<file path="config.mk">
export PLATFORM = sky130hd
export DESIGN_NAME = vga_timing_gen
export DESIGN_NICKNAME = d
export VERILOG_FILES = /design/src/rtl/vga_pkg.sv /design/src/rtl/vga_pix_tick.sv /design/src/rtl/vga_timing_gen.sv
export SDC_FILE = /design/constraint.sdc
export NUM_CORES = 1
export LEC_CHECK = 0
export BUFFER_PORTS_ARGS = -buffer_cell sky130_fd_sc_hd__buf_2
export CORE_MARGIN = 5
export CORE_UTILIZATION = 45
export CTS_CLUSTER_DIAMETER = 200
export DETAILED_ROUTE_END_ITERATION = 8
export HOLD_SLACK_MARGIN = 0.08
export SETUP_SLACK_MARGIN = 0.5
export SYNTH_ARGS = -nofsm -noshare
export SYNTH_HDL_FRONTEND = slang
export SYNTH_SLANG_ARGS = --single-unit
</file>
<file path="constraint.sdc">
create_clock -name clk -period 4.5 [get_ports clk]
set_clock_uncertainty 0.05 [all_clocks]
set_input_delay 1.125 -clock clk [delete_from_list [all_inputs] [get_ports clk]]
set_output_delay 1.125 -clock clk [all_outputs]
set_load 0.02 [all_outputs]
</file>
<file path="src/rtl/vga_pkg.sv">
// Shared VGA timing constants (640x480@60 defaults), position width and sync-level helper.
// Imported by the timing generator and the colour-pattern stage.
package vga_pkg;
  localparam int POS_W = 10;

  localparam int H_ACTIVE_DEF = 640;
  localparam int H_FP_DEF     = 16;
  localparam int H_SYNC_DEF   = 96;
  localparam int H_BP_DEF     = 48;
  localparam int V_ACTIVE_DEF = 480;
  localparam int V_FP_DEF     = 10;
  localparam int V_SYNC_DEF   = 2;
  localparam int V_BP_DEF     = 33;

  localparam int H_TOTAL_DEF = H_ACTIVE_DEF + H_FP_DEF + H_SYNC_DEF + H_BP_DEF;
  localparam int V_TOTAL_DEF = V_ACTIVE_DEF + V_FP_DEF + V_SYNC_DEF + V_BP_DEF;

  function automatic logic sync_level(input logic asserted, input logic pol);
    return asserted ? pol : ~pol;
  endfunction
endpackage

</file>
<file path="src/rtl/vga_pix_tick.sv">
// Pixel-clock divider: tick is high on every CLK_DIV-th clk, combinational from divider state.
// Free-running after reset; no backpressure.
module vga_pix_tick #(
  parameter int CLK_DIV = 4
) (
  input  logic clk,
  input  logic rst,
  output logic tick
);
  localparam int DW = (CLK_DIV > 1) ? $clog2(CLK_DIV) : 1;

  if (CLK_DIV < 1 || CLK_DIV > 16) begin : g_bad_div
    $error("vga_pix_tick: CLK_DIV must be in 1..16");
  end

  logic [DW-1:0] div_q, div_d;

  assign tick = (div_q == DW'(CLK_DIV - 1));

  always_comb begin
    div_d = tick ? '0 : div_q + DW'(1);
  end

  always_ff @(posedge clk or negedge rst) begin
    if (!rst) begin
      div_q <= '0;
    end else begin
      div_q <= div_d;
    end
  end
endmodule

</file>
<file path="src/rtl/vga_timing_gen.sv">
// VGA raster timing: h/v counters advance once per pixel tick; outputs registered, 1 clk behind counters.
// Free-running after reset; no backpressure.
module vga_timing_gen
  import vga_pkg::*;
#(
  parameter int CLK_DIV  = 4,
  parameter int H_ACTIVE = H_ACTIVE_DEF,
  parameter int H_FP     = H_FP_DEF,
  parameter int H_SYNC   = H_SYNC_DEF,
  parameter int H_BP     = H_BP_DEF,
  parameter int V_ACTIVE = V_ACTIVE_DEF,
  parameter int V_FP     = V_FP_DEF,
  parameter int V_SYNC   = V_SYNC_DEF,
  parameter int V_BP     = V_BP_DEF,
  parameter bit SYNC_POL = 1'b0
) (
  input  logic             clk,
  input  logic             rst,
  output logic             hsync,
  output logic             vsync,
  output logic             active,
  output logic [POS_W-1:0] x,
  output logic [POS_W-1:0] y,
  output logic             pix_tick,
  output logic             frame_start
);
  localparam int H_TOTAL = H_ACTIVE + H_FP + H_SYNC + H_BP;
  localparam int V_TOTAL = V_ACTIVE + V_FP + V_SYNC + V_BP;
  localparam int HS_BEG  = H_ACTIVE + H_FP;
  localparam int HS_END  = HS_BEG + H_SYNC;
  localparam int VS_BEG  = V_ACTIVE + V_FP;
  localparam int VS_END  = VS_BEG + V_SYNC;

  if (H_TOTAL > 1024 || V_TOTAL > 1024) begin : g_bad_total
    $error("vga_timing_gen: H_TOTAL and V_TOTAL must fit 10-bit counters");
  end

  logic tick;

  vga_pix_tick #(.CLK_DIV(CLK_DIV)) u_pix_tick (
    .clk  (clk),
    .rst  (rst),
    .tick (tick)
  );

  logic [POS_W-1:0] h_cnt_q, h_cnt_d, v_cnt_q, v_cnt_d;
  logic             started_q, started_d;
  logic             upd_q;
  logic             hsync_q, vsync_q, active_q, pix_tick_q, frame_start_q;
  logic [POS_W-1:0] x_q, y_q;
  logic             h_wrap, v_wrap, act_d, hs_in, vs_in;

  assign h_wrap = (h_cnt_q == POS_W'(H_TOTAL - 1));
  assign v_wrap = (v_cnt_q == POS_W'(V_TOTAL - 1));

  // The first tick after reset presents (0,0) rather than advancing past it.
  always_comb begin
    h_cnt_d   = h_cnt_q;
    v_cnt_d   = v_cnt_q;
    started_d = started_q;
    if (tick) begin
      if (!started_q) begin
        started_d = 1'b1;
      end else if (h_wrap) begin
        h_cnt_d = '0;
        v_cnt_d = v_wrap ? '0 : v_cnt_q + POS_W'(1);
      end else begin
        h_cnt_d = h_cnt_q + POS_W'(1);
      end
    end
  end

  assign act_d = (h_cnt_q < POS_W'(H_ACTIVE)) && (v_cnt_q < POS_W'(V_ACTIVE));
  assign hs_in = (h_cnt_q >= POS_W'(HS_BEG)) && (h_cnt_q < POS_W'(HS_END));
  assign vs_in = (v_cnt_q >= POS_W'(VS_BEG)) && (v_cnt_q < POS_W'(VS_END));

  always_ff @(posedge clk or negedge rst) begin
    if (!rst) begin
      h_cnt_q       <= '0;
      v_cnt_q       <= '0;
      started_q     <= 1'b0;
      upd_q         <= 1'b0;
      hsync_q       <= ~SYNC_POL;
      vsync_q       <= ~SYNC_POL;
      active_q      <= 1'b0;
      x_q           <= '0;
      y_q           <= '0;
      pix_tick_q    <= 1'b0;
      frame_start_q <= 1'b0;
    end else begin
      h_cnt_q       <= h_cnt_d;
      v_cnt_q       <= v_cnt_d;
      started_q     <= started_d;
      upd_q         <= tick;
      pix_tick_q    <= upd_q;
      frame_start_q <= upd_q && (h_cnt_q == '0) && (v_cnt_q == '0);
      if (upd_q) begin
        active_q <= act_d;
        x_q      <= act_d ? h_cnt_q : '0;
        y_q      <= act_d ? v_cnt_q : '0;
        hsync_q  <= sync_level(hs_in, SYNC_POL);
        vsync_q  <= sync_level(vs_in, SYNC_POL);
      end
    end
  end

  assign hsync       = hsync_q;
  assign vsync       = vsync_q;
  assign active      = active_q;
  assign x           = x_q;
  assign y           = y_q;
  assign pix_tick    = pix_tick_q;
  assign frame_start = frame_start_q;
endmodule

</file>
==> impl_results.md <==
* Synth cell count leaders: dfrtp_1, a22o_1, nand2_1, nor2_1, nand4_1
* Vias in the first global route at 1452
* Post-synth top flop: dfrtp_1
* CTS root buffer: clkbuf_8
* Worst path max stage delay at 740 ps
* CTS Hold Bufs at 0
* Worst path slowest cell: nor4_4
* CP most frequent cell: nand4_1
* Gp weighted congestion at 0.8126
* Share of the core filled with cells at 50.80%
* Post-synthesis cell area at 2173 sq um
* Final Hold Violating Endpoints at 0
* Critical path buffers and inverters at 0
* Critical setup path kind: flop to flop
* Power Total at 690.8 uW
* Worst-Skew Late Latency at 290 ps
* Met2 Use GR at 21.04%
* Num Clock Sinks at 49
* Post-synthesis sequential area ratio at 56.53%
* R2R Path Start: h_cnt_q[0]
* Max-Slew Margin vs Limit at 31.10%
* Max-Cap Viols at 0
* Most common cell in the netlist: dfrtp_1
* Total track usage at 14.16%
* Status: completed
* Top Family by Delay on Critical Path: simple AND/OR/NAND/NOR gates
* Fin. max-slew vios at 0
* Die width at 79.50 microns
* Number of synthesized flops with an enable pin at 0
* Diode count at 0
* Worst Hold Depth at 1
* Top cells by area, synth: dfrtp_1, a22o_1, xnor2_1
* Worst vdd ir at 120.8 uV
* PostCTS Resize Cnt at 0
* Startpoint of the worst hold path: u_pix_tick.div_q[0]
* Area occupied by multi-input gates at 844.6 sq um
* Initial antenna violation count at 0
* CTS max path bufs at 2
* RSZ-0062 raised after global routing: false
* CP startpoint kind: flop
* FP Rows at 25
* Via count at 1479
* WL final at 4089 microns
* Global routing's busiest layer: met2
* Share of cells above drive strength 1 at 22.12%
* Worst-path cell chain: ha_1, nand4_1, nor4_4, nand4_1, xnor2_1
* GR Layer Usage met3 at 4.063%
* Hold Crit Class: flop to flop
* Register Area at 1229 sq um
* R2R Path End: v_cnt_q[7]
* Filler cell count at 426
* Final #Nets at 214
* DR DRC count at 0
* FMAX at 0.4597 GHz
* Core area at 4692 sq um
* Vias per cell at 5.645
* Synth Register Bits at 49
* Synth cell types at 41
* Power per Cell Area at 289.8 nW/um^2
* GRT met1 Usage at 19.71%
* Async set-reset flop share out of synthesis at 100.0%
* Synthesis-to-finish area growth at 9.672%
* Worst-Margin Slew at 1033 ps
* Die area at 6319 sq um
* Post-DRT Antenna Nets at 0
* DR WL/cell at 15.61 microns
* Port bufs at 26
* First-pass GRT wire length at 6975 microns
* Synth area leader: dfrtp_1
* Drt pass-1 iters at 4
* Fin crit share at 48.34%
* Flop2flop setup slack at 2320 ps
* Die Ht at 79.50 microns
* Synth top area share at 54.12%
* Syn nets at 192
* Setup violations, final at 0
* TritonCTS buffer count at 5
* Post-CTS setup buffer count at 0
* Boundary pin count at 27
* Setup_tns at 0 ps
* Critical Path End Type: flop
* Clock tree from TritonCTS: built
* Post-layout min period at 2175 ps
* P_leak at 0.001131 uW
* Overflow after GRT at 0
* Dpl hpwl at 2811 microns
* Critical path data required time at 4630 ps
* CTS HTree Levels at 2
* Initial DRC Count at 73
* Clk slew on worst S/H paths at 80 ps
* Syn avg cell area at 11.75 sq um
* Critical Path AT at 2310 ps
* Pin count of the biggest net entering global routing at 50
* R2r worst-path depth at 5
* Yosys warnings at 0
* Hold EP: u_pix_tick.div_q[0]
* Cells after Synth at 185
* Initial core utilization at 46.32%
* CP Max Fanout at 17
worst reg2reg max path: stages, from the launching register on:
cell     delay, ps
dfrtp_1        430
ha_1           220
nand4_1        210
nor4_4         740
nand4_1        240
xnor2_1        180
power by group:
group	leakage (uW)	internal, uW	switching (uW)
clock	0.0000450	108	135
sequential	0.000627	440	0
combinational	0.000458	0.316	7.84
total	0.00113	548	143
cell usage in the layout (no fill, tap or decap), types with 2 or more instances in the layout:
master    netlist  final
xnor2_1         8      8
buf_2           4     26
ha_1            5      5
o21ai_0         5      5
and3_2          3      3
clkbuf_8        0      5
nor2b_1         2      2
a22o_1         18     18
and3_1          3      3
nor4_1          5      5
dfstp_2         2      2
nand3_1         5      5
dfrtp_1        47     47
nor4b_1         2      2
a21o_1          2      2
nand4_1         9      9
nor2_1         11     11
inv_1           8      8
mux2i_1         2      2
nor3_1          4      4
a21oi_1         2      2
xor2_1          2      2
nand2_1        13     13
clkinv_2        0      2
metal layers:
metal	vias up	share of wire, %
met5	-	0
met4	0	1.1
met3	6	5.1
met2	38	43
met1	719	51
li1	716	-
worst max path at each step:
stage | from | to | slack (ps) | depth (start not counted)
global route | h_cnt_q[0] | v_cnt_q[7] | 2090 | 5
CTS | u_pix_tick.div_q[0] | v_cnt_q[7] | 2310 | 5
global placement | rst | u_pix_tick.div_q[0] | 2450 | 1
finish | h_cnt_q[0] | v_cnt_q[7] | 2320 | 5
detailed placement | rst | u_pix_tick.div_q[0] | 2380 | 1
floorplan | hsync | hsync | 2760 | 0
cell type report:
cell class,instances,share of cell area [%]
well taps,54,2.835
flip-flops and latches,49,51.55
clock inverters,2,0.4199
clock buffers,6,3.045
inverters,8,1.260
repair buffers,26,5.459
multi-input cells,117,35.43
flip-flops by register name, summed over array words and instances (netlist names):
name	count
active	1
frame_start	1
h_cnt_q	10
hsync	1
pix_tick	1
started_q	1
u_pix_tick.div_q	2
upd_q	1
v_cnt_q	10
vsync	1
x	10
y	10
cells by family (layout without fill, tap and decap cells):
| logic type | after synthesis | count (layout) | synth area share, % |
|---|---|---|---|
| AOI/OAI and AO/OA | 36 | 36 | 13.24 |
| xor gates and xnor gates | 10 | 10 | 4.030 |
| adders and majority gates | 5 | 5 | 2.879 |
| buffers and inverters | 19 | 42 | 4.605 |
| DFF | 49 | 49 | 56.53 |
| muxes | 2 | 2 | 0.9212 |
| and+or+nand+nor | 64 | 64 | 17.79 |
stage by stage:
stage               setup WS (ps)  std cells  hold WS, ps  instance area, sq um
detailed placement           2375        254        375.4                  2301
CTS                          2312        262        386.8                  2384
finish                       2325        262        385.6                  2384
global route                 2091        262        439.3                  2384
global placement             2450        254        362.0                  2301
floorplan                    2762        185        353.1                  2173
Power figures use the tool's default switching activity.
